[src/rtl/fetch_pkg.sv]
// Shared types and defaults for the instruction fetch path.
package fetch_pkg;

    localparam int          DEFAULT_ADDR_W   = 32;
    localparam int          DEFAULT_INSTR_W  = 32;
    localparam int          DEFAULT_DEPTH    = 4;
    localparam logic [31:0] DEFAULT_RESET_PC = 32'h0000_0000;
    localparam int          DEFAULT_PC_STEP  = 4;

    typedef struct packed {
        logic [DEFAULT_ADDR_W-1:0]  pc;
        logic [DEFAULT_INSTR_W-1:0] instr;
    } fetch_entry_t;

    // Occupancy must be able to represent DEPTH itself, hence the extra bit.
    function automatic int cnt_width(input int depth);
        return $clog2(depth) + 1;
    endfunction

    typedef logic [$clog2(DEFAULT_DEPTH):0] fetch_cnt_t;

endpackage

[src/rtl/fetch_fifo.sv]
// DEPTH-entry prefetch queue with flush; head is read combinationally.
module fetch_fifo
    import fetch_pkg::*;
#(
    parameter type T     = fetch_entry_t,
    parameter int  DEPTH = DEFAULT_DEPTH,
    parameter int  CW    = cnt_width(DEPTH)
) (
    input  logic          clk_i,
    input  logic          rst_ni,
    input  logic          push_i,
    input  logic          pop_i,
    input  logic          flush_i,
    input  T              wdata_i,
    output logic [CW-1:0] count_o,
    output T              head_o
);

    localparam int PW = $clog2(DEPTH);

    T              mem_q [DEPTH];
    logic [PW-1:0] rd_q, wr_q;
    logic [CW-1:0] count_q;
    logic          do_push, do_pop;

    assign do_pop  = pop_i && (count_q != '0);
    assign do_push = push_i && ((count_q != CW'(DEPTH)) || do_pop);

    always_ff @(posedge clk_i or negedge rst_ni) begin
        if (!rst_ni) begin
            rd_q    <= '0;
            wr_q    <= '0;
            count_q <= '0;
        end else if (flush_i) begin
            rd_q    <= '0;
            wr_q    <= '0;
            count_q <= '0;
        end else begin
            if (do_push) wr_q <= wr_q + PW'(1);
            if (do_pop)  rd_q <= rd_q + PW'(1);
            count_q <= count_q + CW'(do_push) - CW'(do_pop);
        end
    end

    // Payload storage carries no reset; validity is tracked by count_q alone.
    always_ff @(posedge clk_i) begin
        if (do_push && !flush_i) mem_q[wr_q] <= wdata_i;
    end

    assign count_o = count_q;
    assign head_o  = mem_q[rd_q];

endmodule

[src/rtl/fetch_unit.sv]
// PC generation, credit-based issue to 1-cycle imem, prefetch queue to decode.
// Optional FETCH_PERF_EN adds popped/flushed performance counters.
module fetch_unit
    import fetch_pkg::*;
#(
    parameter int                       ADDRESS_WIDTH = DEFAULT_ADDR_W,
    parameter int                       INSTR_WIDTH   = DEFAULT_INSTR_W,
    parameter int                       DEPTH         = DEFAULT_DEPTH,
    parameter logic [ADDRESS_WIDTH-1:0] RESET_PC      = ADDRESS_WIDTH'(DEFAULT_RESET_PC),
    parameter int                       PC_STEP       = DEFAULT_PC_STEP
) (
    input  logic                     clk,
    input  logic                     rst,
    output logic                     imem_req,
    output logic [ADDRESS_WIDTH-1:0] imem_addr,
    input  logic [INSTR_WIDTH-1:0]   imem_rdata,
    input  logic                     redirect_valid,
    input  logic [ADDRESS_WIDTH-1:0] redirect_pc,
    output logic                     out_valid,
    input  logic                     out_ready,
    output logic [INSTR_WIDTH-1:0]   out_instr,
    output logic [ADDRESS_WIDTH-1:0] out_pc,
    output logic                     busy
`ifdef FETCH_PERF_EN
    ,
    output logic [31:0]              perf_fetched,
    output logic [31:0]              perf_flushed
`endif
);

    typedef struct packed {
        logic [ADDRESS_WIDTH-1:0] pc;
        logic [INSTR_WIDTH-1:0]   instr;
    } entry_t;

    localparam int CW = cnt_width(DEPTH);

    logic [ADDRESS_WIDTH-1:0] pc_q, pc_d, tag_q;
    logic                     inflight_q;
    logic                     issue, push, pop;
    logic [CW-1:0]            count;
    logic [CW:0]              credit;
    entry_t                   head, wdata;

    // The pending response holds a slot, so a full queue plus in-flight never overflows.
    assign credit = {1'b0, count} + (CW+1)'(inflight_q);
    assign issue  = rst && !redirect_valid && (credit < (CW+1)'(DEPTH));
    assign push   = inflight_q && !redirect_valid;
    assign pop    = out_valid && out_ready && !redirect_valid;
    assign wdata  = '{pc: tag_q, instr: imem_rdata};

    always_comb begin
        pc_d = pc_q;
        if (redirect_valid) pc_d = redirect_pc;
        else if (issue)     pc_d = pc_q + ADDRESS_WIDTH'(PC_STEP);
    end

    always_ff @(posedge clk or negedge rst) begin
        if (!rst) begin
            pc_q       <= RESET_PC;
            tag_q      <= '0;
            inflight_q <= 1'b0;
        end else begin
            pc_q       <= pc_d;
            inflight_q <= issue;
            if (issue) tag_q <= pc_q;
        end
    end

    fetch_fifo #(
        .T     (entry_t),
        .DEPTH (DEPTH),
        .CW    (CW)
    ) u_fifo (
        .clk_i   (clk),
        .rst_ni  (rst),
        .push_i  (push),
        .pop_i   (pop),
        .flush_i (redirect_valid),
        .wdata_i (wdata),
        .count_o (count),
        .head_o  (head)
    );

    assign imem_req  = issue;
    assign imem_addr = pc_q;
    assign out_valid = (count != '0);
    assign out_pc    = out_valid ? head.pc    : '0;
    assign out_instr = out_valid ? head.instr : '0;
    assign busy      = out_valid || inflight_q;

`ifdef FETCH_PERF_EN
    logic [31:0] fetched_q, flushed_q;

    always_ff @(posedge clk or negedge rst) begin
        if (!rst) begin
            fetched_q <= '0;
            flushed_q <= '0;
        end else begin
            if (pop)            fetched_q <= fetched_q + 32'd1;
            if (redirect_valid) flushed_q <= flushed_q + 32'(credit);
        end
    end

    assign perf_fetched = fetched_q;
    assign perf_flushed = flushed_q;
`endif

endmodule

[config.mk]
export PLATFORM = sky130hd
export DESIGN_NAME = fetch_unit
export DESIGN_NICKNAME = d
export VERILOG_FILES = /design/src/rtl/fetch_pkg.sv /design/src/rtl/fetch_fifo.sv /design/src/rtl/fetch_unit.sv
export SDC_FILE = /design/constraint.sdc
export NUM_CORES = 1
export LEC_CHECK = 0
export BUFFER_PORTS_ARGS = -buffer_cell sky130_fd_sc_hd__buf_2
export CORE_ASPECT_RATIO = 1.5
export CORE_MARGIN = 2
export CORE_UTILIZATION = 45
export CTS_CLUSTER_DIAMETER = 100
export CTS_CLUSTER_SIZE = 25
export DETAILED_ROUTE_END_ITERATION = 6
export GPL_TIMING_DRIVEN = 0
export SYNTH_ARGS = -nofsm -noshare
export SYNTH_HDL_FRONTEND = slang
export SYNTH_SLANG_ARGS = --single-unit
export TNS_END_PERCENT = 50
[constraint.sdc]
create_clock -name clk -period 5.68 [get_ports clk]
set_input_delay 0.284 -clock clk [delete_from_list [all_inputs] [get_ports clk]]
set_output_delay 0.284 -clock clk [all_outputs]
set_load 0.01 [all_outputs]
==> results of run 1 <==
[cell families (layout without fill, tap and decap cells)]
group	Yosys count	in the layout	synth area share [%]
DFF	328	328	72.2
and+or+nand+nor	181	181	7.90
muxes	104	104	14.4
buffers and inverters	42	303	1.36
xor gates and xnor gates	31	31	2.07
AOI/OAI and AO/OA	29	29	1.14
adders and majority gates	9	9	0.914
[registers in the layout, summed over array words and instances, names as in the netlist]
name and count:
tag_q 32, imem_addr 32, u_fifo.wr_q 2, inflight_q 1, u_fifo.count_o 3, u_fifo.mem_q 256
u_fifo.rd_q 2
[metal layers]
layer	wire length, um	vias to the layer above
met5	0	-
met2	14900	189
met4	377	0
met3	1150	31
li1	-	3287
met1	11400	3722
[worst paths after layout]
kind                                             to  slack (ns)               from  cells past startpoint
max in group asynchronous             imem_addr[16]        4.97                rst                      3
worst max register to register            tag_q[30]        2.65  u_fifo.count_o[1]                      7
worst min register to register  u_fifo.mem_q[2][41]        0.52           tag_q[9]                      0
worst max-delay path                       imem_req        2.11  u_fifo.count_o[1]                      7
min in group asynchronous              imem_addr[7]        0.12                rst                      2
worst min-delay path                   imem_addr[3]        0.02     redirect_pc[3]                      3
[metrics by stage]
| stage | area (um^2) | utilization (%) | total power, mW | setup WS [ns] | hold slack (ns) |
|---|---|---|---|---|---|
| after floorplan | 13100 | - | 4.07 | 2.59 | -0.0116 |
| after global routing | 15700 | 54.7 | 6.33 | 1.86 | 0.00439 |
| final | 15700 | 54.7 | 6.01 | 2.11 | 0.0217 |
| after CTS | 15700 | 54.7 | 6.10 | 2.01 | 0.000815 |
| after detailed placement | 14600 | 50.8 | 4.74 | 2.59 | 0.126 |
| after global placement | 14500 | 50.3 | 4.71 | 0.908 | 0.490 |
[repair_timing]
item,in CTS,in global routing
hold buffers,61,0
buffers inserted,0,0
endpoints found under the hold margin,228,0
[critical path, delay by kind of cell, from the launching register on]
kind | cells | cell delay [ns]
and+or+nand+nor | 3 | 1.13
buffers and inverters | 2 | 0.61
DFF | 1 | 0.46
muxes | 1 | 0.31
adders and majority gates | 1 | 0.24
[cells in the mapped netlist, types with 3 or more instances]
cell	number	area (um^2)
nor4b_1	4	35.0
ha_1	8	100
nand3_1	10	50.1
and2_1	70	438
clkbuf_1	21	78.8
and4_1	3	26.3
xor2_1	8	70.1
nand2_1	37	139
nor2_1	9	33.8
xnor2_1	23	201
nand4_1	8	50.1
buf_1	5	18.8
inv_1	6	22.5
o21ai_0	27	135
edfxtp_1	256	7690
dfrtp_1	72	1800
mux4_2	64	1440
buf_2	7	35.0
mux2_2	38	428
nor3_1	14	70.1
and3_1	6	37.5
nor4_1	5	31.3
[layout make-up]
type,instances,area [um^2]
tap,390,488
clock inverter,2,38.8
multi-input combinational,354,3480
inverter,6,22.5
timing repair buffer,231,1570
clock buffer,28,467
fill,2337,13000
buffer,36,156
sequential,328,9490
[where the power goes]
part	switching [mW]	internal [mW]	leakage, nW
registers	0.184	2.87	3.20
logic	0.841	0.773	2.20
clock network	0.752	0.584	0.238
total	1.78	4.23	5.64
==> run_results.csv, run 1 <==
group,metric,value,unit
status,status,"completed",
finish,finalNonFillerCells,1375,
finish,mostFrequentLayoutCell,"edfxtp_1",
clocking,cts.sinks,328,
sta,period_needed,3.57,ns
synth,synth_edf_count,256,
synth,synth-seq-cells,328,
grt,grt_start_max_net_pins,70,
power_and_ir_drop,vdd_ir_drop_max,0.261,mV
critical_path,max_stage_delay,0.50,ns
sta,finalSetupTns,0,ns
place,hpwl,18000,um
grt,grt_pass1_wl,43100,um
synth,synth_nets,801,
finish,drive_gt1_share,31.5,%
sta,drv_slew,0,
critical_path,critical_path_class,"reg -> out",
die,num_rows,76,
sta,fmax,280,MHz
sta,rsz0062_at_grt,"false",
synth,synth_area,13100,um^2
grt,grt_pass1_vias,7695,
finish,syn_to_final_growth,19.6,%
critical_path,cp_max_fo,11,
die,die_area,30600,um^2
finish,antenna_cells,0,
power_and_ir_drop,p_leak,5.64,nW
routing,wl_per_cell,20.2,um
synth,seq_area_frac_synth,72.2,%
clocking,tritoncts,"built",
synth,syn_avg_cell_area,18.1,um^2
critical_path,cp_cell_sequence,"ha_1 -> and4b_1 -> mux2i_1 -> or2b_1 -> nor2_1 -> buf_2 -> buf_2",
clocking,cts_root_buffer,"clkbuf_16",
critical_path,cp-end-kind,"output port",
routing,drt_iter0_markers,331,
grt,top_usage_layer,"met2",
place,dp_cells,1284,
synth,synthArstFlopShare,22.0,%
clocking,postCtsResizedCells,0,
routing,first_pass_iters,4,
grt,grt_overflow,0,
clocking,clockBufferDepth,3,
sta,finalCritPeriodShare,62.9,%
critical_path,path_common_cell,"buf_2",
grt,grt.total_usage,18.6,%
clocking,clkTransAtPathRegs,0.10,ns
critical_path,critPathLaunchType,"flop",
die,io_pins,167,
clocking,insertion_delay,0.54,ns
critical_path,crit_arrival,3.29,ns
sta,setup_viol,0,
sta,finalHoldViolCount,0,
die,start_util,45.7,%
die,die_h,213,um
synth,netlist_instances,724,
critical_path,slowest_stage,"nor2_1",
finish,final_cell_mix,"256 x edfxtp_1, 171 x buf_2, 72 x dfrtp_1, 66 x and2_1, 64 x mux4_2",
synth,synth_flop_cell,"edfxtp_1",
routing,postRouteWirelength,27800,um
worst_hold_path,min_path_type,"in -> reg",
grt,use_met3,2.22,%
clocking,cts-htree-levels,1,
clocking,cts_buffers,17,
flow_run,max_cap_viol_count,0,
critical_path,crit_required,5.40,ns
routing,vias,7229,
die,core_region_area,28700,um^2
grt,antenna_found_initial,0,
sta,worstMarginPinSlew,1.01,ns
routing,detail-route-antenna-nets,0,
sta,fin_skew,0.0301,ns
power_and_ir_drop,power_density,382,nW/um^2
finish,nNetsFinal,1051,
synth,synth_cell_type_count,40,
grt,use_met2,34.3,%
die,die_x,144,um
place,port_buffers,165,
routing,viasPerCell,5.26,
synth,ys_warn_count,0,
place,routabilityCongestion,0.832,
sta,relSlewSlack,30.9,%
grt,grtUsageMet1,23.5,%
routing,drc,0,
No activity file was read; power rests on OpenSTA's default activity.
==> run 2, diff against run 1 <==
--- a/config.mk
+++ b/config.mk
@@ -13,6 +13,7 @@
 export CTS_CLUSTER_SIZE = 25
 export DETAILED_ROUTE_END_ITERATION = 6
 export GPL_TIMING_DRIVEN = 0
+export PLACE_DENSITY = 0.67
 export SYNTH_ARGS = -nofsm -noshare
 export SYNTH_HDL_FRONTEND = slang
 export SYNTH_SLANG_ARGS = --single-unit
==> constraint.sdc (replaced) <==
create_clock -name clk -period 3 [get_ports clk]
set_input_delay 0.15 -clock clk [delete_from_list [all_inputs] [get_ports clk]]
set_output_delay 0.15 -clock clk [all_outputs]
set_load 0.01 [all_outputs]
==> run_results.csv, run 2 (same netlist as run 1, synthesis figures left out) <==
group,metric,value,unit
die,die_h,213,um
clocking,tritoncts,"built",
sta,finalSetupTns,0,ns
finish,largest_reg_flops,256,
status,status,"completed",
finish,mostFrequentLayoutCell,"edfxtp_1",
clocking,cts_root_buffer,"clkbuf_16",
clocking,cts_setup_buffers,0,
finish,utilization,55.0,%
sta,finalCritPeriodShare,94.7,%
sta,finalHoldViolCount,0,
sta,period_needed,2.84,ns
power_and_ir_drop,seqPwrFrac,51.2,%
place,place_ws,-0.120,ns
grt,grt.total_usage,18.5,%
finish,syn_to_final_growth,20.1,%
sta,setup_slack,0.160,ns
sta,setup_viol,0,
grt,grt_start_max_net_pins,65,
die,core_region_area,28700,um^2
power_and_ir_drop,vdd_ir_drop_max,0.355,mV
routing,detail-route-antenna-nets,0,
clocking,cts.sinks,328,
sta,drv_slew,0,
finish,antenna_cells,0,
clocking,clkTransAtPathRegs,0.10,ns
clocking,cts_buffers,17,
finish,nNetsFinal,1056,
critical_path,critical_path_class,"reg -> out",
critical_path,crit_required,2.85,ns
finish,final_cell_mix,"256 x edfxtp_1, 171 x buf_2, 72 x dfrtp_1, 67 x dlygate4sd3_1, 66 x and2_1",
power_and_ir_drop,combPwrFrac,26.9,%
routing,postRouteWirelength,28100,um
critical_path,critPathLaunchType,"flop",
place,port_buffers,165,
critical_path,cp-end-kind,"output port",
clocking,insertion_delay,0.51,ns
place,dp_cells,1284,
power_and_ir_drop,finalPower,11.3,mW
power_and_ir_drop,switchingPower,3.32,mW
place,routabilityCongestion,0.875,
die,io_pins,167,
routing,first_pass_iters,5,
die,num_rows,76,
sta,worstMarginPinSlew,0.986,ns
routing,wl_per_cell,20.4,um
routing,drt_iter0_markers,615,
die,die_x,144,um
power_and_ir_drop,p_leak,5.67,nW
grt,grt_pass1_vias,7641,
power_and_ir_drop,intPower,8.02,mW
grt,grt_overflow,0,
sta,rsz0062_at_grt,"true",
critical_path,crit_arrival,2.69,ns
clocking,clockBufferDepth,3,
power_and_ir_drop,power_density,718,nW/um^2
power_and_ir_drop,swShare,29.3,%
clocking,cts-htree-levels,1,
sta,relSlewSlack,34.2,%
routing,drc,0,
sta,fmax,352,MHz
grt,antenna_found_initial,0,
sta,fin_skew,0.0278,ns
finish,finalNonFillerCells,1379,
die,die_area,30600,um^2
finish,drive_gt1_share,31.7,%
power_and_ir_drop,power.share.clock,21.9,%
critical_path,cp_max_fo,11,
place,hpwl,18000,um
grt,grt_pass1_wl,43000,um
flow_run,max_cap_viol_count,0,
worst_hold_path,min_path_type,"in -> async",
die,start_util,45.7,%
routing,viasPerCell,5.29,
routing,vias,7298,
finish,largest_register,"u_fifo.mem_q",
[run 2: cell count changes in the layout (fill, tap and decap cells not counted), sizes merged]
cell,before,now
inv,7,6
buf,184,183
dlygate4sd3,61,67
[run 2: timing repair]
item,in CTS,in global routing
gates resized for setup,5,4
hold buffers,67,0
setup endpoints to repair,68,29
endpoints found under the hold margin,233,0
[run 2: per-layer routing]
metal	vias up	GRT usage (%)	wire, um
met5	-	0	0
met4	0	5.14	644
met3	36	1.93	1190
met2	213	33.3	14700
met1	3754	23.7	11600
li1	3295	-	-
[run 2: path summary, 6_finish.rpt]
path,start,endpoint,slack [ns],cells past startpoint
setup / recovery,u_fifo.count_o[1],imem_req,0.16,7
hold / removal,rst,tag_q[4],0.03,2
setup reg to reg,u_fifo.count_o[1],u_fifo.count_o[2],0.20,11
hold reg to reg,tag_q[15],u_fifo.mem_q[1][47],0.52,0
max in group asynchronous,rst,imem_addr[18],2.36,3
min in group clk,redirect_pc[23],imem_addr[23],0.39,4
[run 2: through the flow]
| stage | hold slack (ns) | area [um^2] |
|---|---|---|
| 2_1_floorplan | -0.146 | 13100 |
| 3_3_place_gp | 0.361 | 14500 |
| 3_5_place_dp | 0.0333 | 14600 |
| 4_1_cts | 0.0205 | 15800 |
| 5_1_grt | 0.0391 | 15800 |
| 6_report | 0.0317 | 15800 |
[run 2: worst max-delay path, stage by stage, from the launching register on]
cell and delay (ns):
dfrtp_1 0.46, ha_1 0.24, o211ai_1 0.25, mux2i_4 0.19, or2b_1 0.34, nor2_4 0.24, buf_4 0.26, buf_2 0.18
[run 2: cell type report]
type,instances,area [um^2]
fillers,2330,12900
flip-flops and latches,328,9490
multi-input cells,354,3500
repair buffers,237,1630
well taps,390,488
clock buffers,28,467
plain buffers,35,159
clock inverters,1,30.0
inverters,6,22.5
[run 2: power by group through the flow]
stage | Clock [mW] | Sequential, mW | Combinational, mW
global route | 2.71 | 5.87 | 3.37
global placement | 0 | 5.88 | 3.00
floorplan | 0 | 5.78 | 1.92
finish | 2.49 | 5.80 | 3.05
CTS | 2.58 | 5.79 | 3.14
detailed placement | 0 | 5.89 | 3.05
